`config.mk`:
```
export PLATFORM = sky130hd
export DESIGN_NAME = csr_regfile
export DESIGN_NICKNAME = d
export VERILOG_FILES = /design/src/rtl/csr_regfile.sv
export SDC_FILE = /design/constraint.sdc
export NUM_CORES = 1
export LEC_CHECK = 0
export CORE_UTILIZATION = 26
export DETAILED_ROUTE_END_ITERATION = 12
export SLEW_MARGIN = 20
export SYNTH_ARGS = -nofsm -noshare
export SYNTH_HDL_FRONTEND = slang
export SYNTH_SLANG_ARGS = --single-unit
```
`constraint.sdc`:
```
create_clock -name clk -period 3.2 [get_ports clk]
set_input_delay 0.48 -clock clk [delete_from_list [all_inputs] [get_ports clk]]
set_output_delay 0.48 -clock clk [all_outputs]
set_load 0.1 [all_outputs]
```
`src/rtl/csr_regfile.sv`:
```
// Control/status register file: CSR read/write, exception entry/return
// bookkeeping, interrupt status and a down-counting timer.
module csr_regfile (
    input  logic        clk,
    input  logic        reset,
    input  logic        csr_we,
    input  logic [13:0] csr_num,
    input  logic [31:0] csr_wdata,
    input  logic [31:0] csr_wmask,
    input  logic [13:0] csr_rnum,
    output logic [31:0] csr_rdata,
    input  logic        wb_ex,
    input  logic [5:0]  wb_ecode,
    input  logic [8:0]  wb_esubcode,
    input  logic [31:0] wb_pc,
    input  logic        ertn_flush,
    input  logic [7:0]  hw_int_in,
    output logic [31:0] ex_entry,
    output logic [31:0] era_out,
    output logic        has_int
);

    localparam logic [13:0] ADDR_CRMD   = 14'h000;
    localparam logic [13:0] ADDR_PRMD   = 14'h001;
    localparam logic [13:0] ADDR_ECFG   = 14'h004;
    localparam logic [13:0] ADDR_ESTAT  = 14'h005;
    localparam logic [13:0] ADDR_ERA    = 14'h006;
    localparam logic [13:0] ADDR_EENTRY = 14'h00C;
    localparam logic [13:0] ADDR_SAVE0  = 14'h030;
    localparam logic [13:0] ADDR_SAVE1  = 14'h031;
    localparam logic [13:0] ADDR_SAVE2  = 14'h032;
    localparam logic [13:0] ADDR_SAVE3  = 14'h033;
    localparam logic [13:0] ADDR_TID    = 14'h040;
    localparam logic [13:0] ADDR_TCFG   = 14'h041;
    localparam logic [13:0] ADDR_TVAL   = 14'h042;
    localparam logic [13:0] ADDR_TICLR  = 14'h044;

    logic [8:0]  crmd_q, crmd_d;
    logic [2:0]  prmd_q, prmd_d;
    logic [12:0] ecfg_q, ecfg_d;
    logic [1:0]  estat_sw_q, estat_sw_d;
    logic [7:0]  estat_hw_q, estat_hw_d;
    logic        estat_ti_q, estat_ti_d;
    logic [5:0]  estat_ecode_q, estat_ecode_d;
    logic [8:0]  estat_esub_q, estat_esub_d;
    logic [31:0] era_q, era_d;
    logic [25:0] eentry_q, eentry_d;
    logic [31:0] save_q [4];
    logic [31:0] save_d [4];
    logic [31:0] tid_q, tid_d;
    logic [31:0] tcfg_q, tcfg_d;
    logic [31:0] tval_q, tval_d;

    logic [31:0] estat_full;
    logic        wr_en;
    logic [31:0] wr_bits;
    logic [31:0] wr_val;
    logic        tcfg_wr;
    logic        timer_run;
    logic        timer_fire;

    assign estat_full = {1'b0, estat_esub_q, estat_ecode_q, 4'b0000,
                         estat_ti_q, 1'b0, estat_hw_q, estat_sw_q};

    function automatic logic [31:0] csr_value(input logic [13:0] addr);
        logic [31:0] v;
        v = 32'h0;
        case (addr)
            ADDR_CRMD:   v = {23'h0, crmd_q};
            ADDR_PRMD:   v = {29'h0, prmd_q};
            ADDR_ECFG:   v = {19'h0, ecfg_q};
            ADDR_ESTAT:  v = estat_full;
            ADDR_ERA:    v = era_q;
            ADDR_EENTRY: v = {eentry_q, 6'h00};
            ADDR_SAVE0:  v = save_q[0];
            ADDR_SAVE1:  v = save_q[1];
            ADDR_SAVE2:  v = save_q[2];
            ADDR_SAVE3:  v = save_q[3];
            ADDR_TID:    v = tid_q;
            ADDR_TCFG:   v = tcfg_q;
            ADDR_TVAL:   v = tval_q;
            default:     v = 32'h0;
        endcase
        return v;
    endfunction

    assign csr_rdata = csr_value(csr_rnum);
    assign ex_entry  = {eentry_q, 6'h00};
    assign era_out   = era_q;
    assign has_int   = crmd_q[2] & (|(estat_full[12:0] & ecfg_q));

    // A software write is dropped entirely whenever an exception or ertn commits.
    assign wr_en      = csr_we & ~wb_ex & ~ertn_flush;
    assign wr_bits    = csr_wdata & csr_wmask;
    assign wr_val     = (csr_value(csr_num) & ~csr_wmask) | wr_bits;
    assign tcfg_wr    = wr_en && (csr_num == ADDR_TCFG);
    assign timer_run  = tcfg_q[0] && (tval_q != 32'h0) && !tcfg_wr;
    assign timer_fire = timer_run && (tval_q == 32'h1);

    always_comb begin
        crmd_d        = crmd_q;
        prmd_d        = prmd_q;
        ecfg_d        = ecfg_q;
        estat_sw_d    = estat_sw_q;
        estat_hw_d    = hw_int_in;
        estat_ti_d    = estat_ti_q;
        estat_ecode_d = estat_ecode_q;
        estat_esub_d  = estat_esub_q;
        era_d         = era_q;
        eentry_d      = eentry_q;
        for (int i = 0; i < 4; i++) save_d[i] = save_q[i];
        tid_d         = tid_q;
        tcfg_d        = tcfg_q;
        tval_d        = tval_q;

        if (wb_ex) begin
            prmd_d        = crmd_q[2:0];
            crmd_d[2:0]   = 3'b000;
            era_d         = wb_pc;
            estat_ecode_d = wb_ecode;
            estat_esub_d  = wb_esubcode;
        end else if (ertn_flush) begin
            crmd_d[2:0] = prmd_q;
        end else if (wr_en) begin
            case (csr_num)
                ADDR_CRMD:   crmd_d      = wr_val[8:0];
                ADDR_PRMD:   prmd_d      = wr_val[2:0];
                ADDR_ECFG:   ecfg_d      = wr_val[12:0];
                ADDR_ESTAT:  estat_sw_d  = wr_val[1:0];
                ADDR_ERA:    era_d       = wr_val;
                ADDR_EENTRY: eentry_d    = wr_val[31:6];
                ADDR_SAVE0:  save_d[0]   = wr_val;
                ADDR_SAVE1:  save_d[1]   = wr_val;
                ADDR_SAVE2:  save_d[2]   = wr_val;
                ADDR_SAVE3:  save_d[3]   = wr_val;
                ADDR_TID:    tid_d       = wr_val;
                ADDR_TCFG: begin
                    tcfg_d = wr_val;
                    if (wr_bits[0]) tval_d = {wr_val[31:2], 2'b00};
                end
                ADDR_TICLR: begin
                    if (wr_bits[0]) estat_ti_d = 1'b0;
                end
                default: ;
            endcase
        end

        // Placed after the write decode so a timer set beats a same-cycle TICLR.
        if (timer_run) begin
            if (timer_fire) begin
                estat_ti_d = 1'b1;
                tval_d     = tcfg_q[1] ? {tcfg_q[31:2], 2'b00} : 32'h0;
            end else begin
                tval_d = tval_q - 32'h1;
            end
        end
    end

    always_ff @(posedge clk) begin
        if (reset) begin
            crmd_q        <= 9'h008;
            prmd_q        <= '0;
            ecfg_q        <= '0;
            estat_sw_q    <= '0;
            estat_hw_q    <= hw_int_in;
            estat_ti_q    <= 1'b0;
            estat_ecode_q <= '0;
            estat_esub_q  <= '0;
            era_q         <= '0;
            eentry_q      <= '0;
            for (int i = 0; i < 4; i++) save_q[i] <= '0;
            tid_q         <= '0;
            tcfg_q        <= '0;
            tval_q        <= '0;
        end else begin
            crmd_q        <= crmd_d;
            prmd_q        <= prmd_d;
            ecfg_q        <= ecfg_d;
            estat_sw_q    <= estat_sw_d;
            estat_hw_q    <= estat_hw_d;
            estat_ti_q    <= estat_ti_d;
            estat_ecode_q <= estat_ecode_d;
            estat_esub_q  <= estat_esub_d;
            era_q         <= era_d;
            eentry_q      <= eentry_d;
            for (int i = 0; i < 4; i++) save_q[i] <= save_d[i];
            tid_q         <= tid_d;
            tcfg_q        <= tcfg_d;
            tval_q        <= tval_d;
        end
    end

endmodule

```
== After elaboration in Yosys (flattened, before gate mapping) ==
Memories as Yosys holds them, arrays and structs flattened.
Index checks and enable logic that the tools add are counted.

* Memories: 1
* Memory bits (writable): 128
* Bits in registers: 205
* Word-level logic and storage cells: 129
* Output and inout port bits: 97
* Bits of input ports: 152

* Reductions and logical operators: 28
* Bitwise logic cells: 14
* $add $sub $neg: 1
* Eq/ne operators: 29
* Muxes and demuxes: 42

{| class="wikitable"
|+ Memories
! name !! words !! width !! rd ports !! clocked after memory_dff !! write ports !! RTL line !! RTL
|-
| save_q || 4 || 32 || 4 || 0 || 4 || 48 || <nowiki>logic [31:0] save_q [4];</nowiki>
|}

{| class="wikitable"
|+ Operators with widths
! cell !! count
|-
| one-hot mux 32 bit (13 select lines) || 2
|-
| two-way mux 32 bit || 20
|-
| two-way mux 128 bit || 3
|-
| == test 14 x 6 -> 1 bit (second input constant) || 8
|-
| == test 14 x 7 -> 1 bit (second input constant) || 7
|-
| == test 14 x 3 -> 1 bit (second input constant) || 6
|-
| AND 32 bit || 2
|-
| == test 32 x 1 -> 1 bit (second input constant) || 1
|-
| inverter 32 bit || 1
|-
| bitwise OR 32 bit || 1
|-
| nonzero test 32 bit || 1
|-
| subtractor 32 x 1 -> 32 bit (second input constant) || 1
|-
| == test 14 x 1 -> 1 bit (second input constant) || 2
|-
| == test 14 x 4 -> 1 bit (second input constant) || 2
|-
| logical NOT 14 bit || 2
|-
| AND reduction 4 bit || 6
|-
| two-way mux 3 bit || 7
|-
| nonzero test 2 bit || 8
|-
| AND 12 x 13 -> 13 bit || 1
|-
| OR reduction 13 bit || 1
|-
| two-way mux 1 bit || 10
|-
| AND reduction 3 bit || 2
|-
| AND reduction 5 bit || 1
|-
| logical AND 1 bit || 4
|-
| other kinds (8) || 15
|}

== Logic depth before layout (Yosys ltp) ==
* Depth in word-level cells: 10
* Depth in mapped cells: 12
* Gate-level depth less buffers: 9

== Worst setup path after synthesis ==
No wires, ideal clock.

* Path kind: input-to-output
* Start point: input port csr_rnum[11]
* End point: output port csr_rdata[17]
* Path buffers: 1
* Stages on the path: 6
* Data required time: 2720 ps
* Data arrival time: 3082 ps
* Path slack: -362 ps
* Cells stage by stage: nor4_1 > nand4b_1 > or2_0 > nor4b_1 > clkbuf_1 > a221o_1

* Cells in the longest elaborated chain, start to end: 2
* Elaborated cells on any way between the ends: 14
* Classes of those cells: eq/ne: 12; mux: 1; reduce/logical: 1

{| class="wikitable"
|+ RTL lines
! what !! RTL line !! RTL
|-
| from (decl) || 10 || <nowiki>input logic [13:0] csr_rnum,</nowiki>
|-
| == test 14 x 7 -> 1 bit (tied with other cells) || 68 || <nowiki>case (addr)</nowiki>
|-
| one-hot mux 32 bit (13 select lines) (*) || 68 ||
|-
| to (decl) || 11 || <nowiki>output logic [31:0] csr_rdata,</nowiki>
|}

Every way passes the cells marked *; elsewhere a longest branch is shown, timed or not.

== Final worst setup path ==
* Start point: input port csr_rnum[8]
* End point: output port csr_rdata[26]

Same word-level chain as after synthesis.

==> summary.md <==
| Metric | Value |
|---|---|
| Die Area | `72300 um^2` |
| Maximum VDD drop | `0.344 mV` |
| Ys Warns | `0` |
| Internal power | `7.16 mW` |
| Synth Instances | `2414` |
| Crit start category | `input port` |
| Distinct cells, synth | `90` |
| DIE WIDTH | `between 200 and 300 um` |
| Synth Register Bits | `333` |
| Gr usage total | `29.3%` |
| Leakage | `9.87 nW` |
| Clk slew on worst S/H paths | `0.06 ns` |
| Worst skew pair latency | `0.58 ns` |
| Initial antenna violation count | `2` |
| DP Worst Slack | `-0.331 ns` |
| Syn avg cell area | `7.67 um^2` |
| Final setup fails | `0` |
| Status | `completed` |
| Worst hold path class | `input port to flop` |
| Worst-path maximum fanout | `8` |
| Post-synth EDFFs | `0` |
| Fillers | `7163` |
| Placed cells | `between 3000 and 4000` |
| Worst EP required | `2.72 ns` |
| Max-slew violations | `0` |
| Gpl congestion | `1.02` |
| Combinational Power Share | `12.2%` |
| Row cnt | `slightly below 100` |
| End point of the critical path | `csr_rdata[26]` |
| Area Overhead vs Synth | `45.7%` |
| Antenna Violating Nets Remaining | `0` |
| Crit path DAT | `2.63 ns` |
| Routed vias | `roughly 23000` |
| Max_slew headroom | `53.0%` |
| Worst setup path startpoint | `csr_rnum[8]` |
| Pwr dens | `364 nW/um^2` |
| First-pass GRT wire length | `153000 um` |
| Placement Cell Area | `25300 um^2` |
| Max clock buf depth | `3` |
| Layout cells sized above 1 | `24.4%` |
| H-tree levels | `2` |
| Port Buffers | `~240` |
| DRT Wirelength | `about 110000 um` |
| Core Box Area | `70300 um^2` |
| Sequential-to-total area share from yosys stat | `36.0%` |
| Fin Setup TNS | `0 ns` |
| Switching part of the total | `27.2%` |
| I/O Pins | `249` |
| DRT iter0 DRCs | `between 3000 and 4000` |
| RSZ-0062 raised after global routing | `false` |
| Sw Pwr | `2.67 mW` |
| Vias in the first global route | `21200` |
| Worst-Margin Slew | `0.702 ns` |
| Post-synth top area share | `36.0%` |
| Worst Setup End Kind | `output pin` |
| Post-CTS Hold Fix Bufs | `0` |
| Largest cells by area after synthesis | `dfxtp_1 (36%), nand2_1 (12%), a21oi_1 (7.8%)` |
| Final worst-path cycle share | `97.3%` |
| Yosys top cell by area | `dfxtp_1` |
| R2r setup slk | `0.23 ns` |
| Hold Vio Cnt, Final | `0` |
| Reg power frac | `43.2%` |
| Per-cell routed wire length | `28.0 um` |
| Syn Std Cell Area | `18500 um^2` |
| Cts bufs inserted | `38` |
| RR Startpoint | `tval_q[12]$_SDFFE_PP0P_` |
| Worst setup slack after layout | `0.0859 ns` |
| Die height | `269 um` |
| Final std cells w/o fill | `3905` |
| Post-synth ARST share | `0%` |
| Min Clock Period, post-route | `3.11 ns` |
| Layout net count | `between 3000 and 4000` |
| Design area | `27000 um^2` |
| CTS tree | `done` |
| Vias/cell | `5.86` |
| Maximum Capacitance Violations | `0` |
| Pin count of the biggest net entering global routing | `85` |
| Fmax | `321 MHz` |
| Worst R2R End | `tval_q[31]$_SDFFE_PP0P_` |
| CP Class | `input port to output pin` |
| R2r worst-path depth | `10` |
| Remaining DRCs | `0` |
| Initial Util | `a little over a quarter` |
| Final Skew | `0.0151 ns` |
| Gr ovfl total | `0` |
| Clk root buf | `clkbuf_16` |
| Clk sinks | `around 330` |
| Clock share of power | `roughly 45%` |
| DRT Pass-1 Iters | `8` |
| Dominant synthesized flop cell | `dfxtp_1` |
| Final HPWL DP | `82300 um` |
synth_stat cells, drive strengths merged (7+ instances only):
library cell / n
nand2: 579
dfxtp: 333
a21oi: 291
clkbuf: 135
nor2: 128
a22oi: 120
buf: 72
a221oi: 70
nand3: 68
o21ai: 64
nor3: 51
mux2i: 49
a22o: 44
a222oi: 40
nor4: 34
inv: 24
nand4: 23
a31oi: 20
nand3b: 20
a221o: 19
nor2b: 18
nand2b: 14
a32oi: 13
o31ai: 13
or4: 12
nor3b: 9
xor2: 9
a211oi: 8
or3: 8
xnor2: 8
a21o: 7
nor4bb: 7
or2: 7
placed cells by master, fill, tap and decap left out, types with 10 or more instances in the layout:
cell type        Yosys  routed
nand2b_1            14      14
nand3_1             68      64
inv_1               24      24
a22o_1              44      44
or4_1               10      10
nor2_1             127     117
a21oi_1            288     288
buf_12               0      83
o21ai_0             62      62
a221o_2              0      10
nor2b_1             18      18
a222oi_1            40      40
buf_6                6      11
nor3_1              47      41
clkdlybuf4s50_1      0     133
a221oi_2             2      11
nor4_1              15      12
nor4_4               8      10
clkbuf_16            0      41
nor4_2              11      12
buf_4               11     439
mux2i_1             49      49
nand3b_1            20      20
a221oi_1            68      54
a31oi_1             18      18
nand4_1             23      23
dfxtp_1            333     333
o31ai_1             13      13
a22oi_1            119     119
nand2_1            578     577
layer usage:
| metal | up-vias | GRT usage, % | share of wire (%) |
|---|---|---|---|
| li1 | 9938 | - | - |
| met1 | 11000 | 39.0 | 40 |
| met2 | 1614 | 43.7 | 42 |
| met3 | 376 | 6.29 | 12 |
| met4 | 2 | 16.8 | 6.8 |
| met5 | - | 0 | 0.015 |
cell type report:
class	instances	area, um^2	share of cell area (%)
Tap cell	940	1180	4.36
Timing Repair Buffer	685	6590	24.4
Inverter	25	93.8	0.348
Sequential cell	333	6670	24.7
Clock buffer	57	1170	4.32
Antenna cell	1	2.50	0.00927
Clock inverter	10	61.3	0.227
Multi-Input combinational cell	1854	11200	41.6
worst max-delay path, cell delays in order:
cell and delay (ns):
dlygate4sd2_1 0.26, nor3_4 0.21, nand4b_1 0.17, buf_4 0.18, or2_4 0.26, nor4b_4 0.29
buf_6 0.18, buf_12 0.16, a221o_2 0.24, buf_12 0.19
metrics by stage:
step,hold WS (ns),power [mW],utilization (%)
3_3_place_gp,0.454,5.50,36.0
2_1_floorplan,0.441,4.86,-
6_report,0.357,9.84,38.4
3_5_place_dp,0.457,5.51,36.0
5_1_grt,0.351,10.1,38.4
4_1_cts,0.341,9.86,38.3
cells by family (layout without fill, tap and decap cells):
family,Yosys count,in the layout,synth area share [%]
xor gates and xnor gates,17,17,0.804
buffers and inverters,232,777,5.47
AOI/OAI and AO/OA,757,757,28.2
DFF,333,333,36.0
and+or+nand+nor,1014,1014,26.0
adders and majority gates,3,3,0.203
other,1,7,0.0202
muxes,57,57,3.26
power groups by stage:
stage | Combinational (mW) | Sequential (mW) | Clock, mW
2_1_floorplan | 0.399 | 4.47 | 0
3_3_place_gp | 1.17 | 4.33 | 0
3_5_place_dp | 1.17 | 4.33 | 0
4_1_cts | 1.18 | 4.24 | 4.44
5_1_grt | 1.23 | 4.24 | 4.60
6_report | 1.20 | 4.25 | 4.39
state kept, by name, indices dropped and copies added, names as in the netlist, 9 cells and up:
register,cells
save_q,128
crmd_q,9
tid_q,32
ecfg_q,13
tval_q,32
era_out,32
estat_esub_q,9
eentry_q,26
tcfg_q,32
how the worst min path moves through the flow:
stage,from,end,slack [ns],cells past startpoint
floorplan,save_q[3][2]$_SDFFE_PP0P_,save_q[3][2]$_SDFFE_PP0P_,0.44,2
global route,hw_int_in[5],estat_hw_q[5]$_DFF_P_,0.35,1
CTS,reset,prmd_q[2]$_SDFFE_PP0P_,0.34,2
detailed placement,save_q[3][5]$_SDFFE_PP0P_,save_q[3][5]$_SDFFE_PP0P_,0.46,2
finish,reset,prmd_q[2]$_SDFFE_PP0P_,0.36,2
global placement,tid_q[8]$_SDFFE_PP0P_,tid_q[8]$_SDFFE_PP0P_,0.45,2
timing repair:
action,4_1_cts,5_1_grt
setup buffers,15,7
endpoints found under the setup margin,32,33
gates resized for setup,56,14
pin swaps,24,13
gates cloned,1,0
Note: power is estimated with default switching activity, not from simulation.
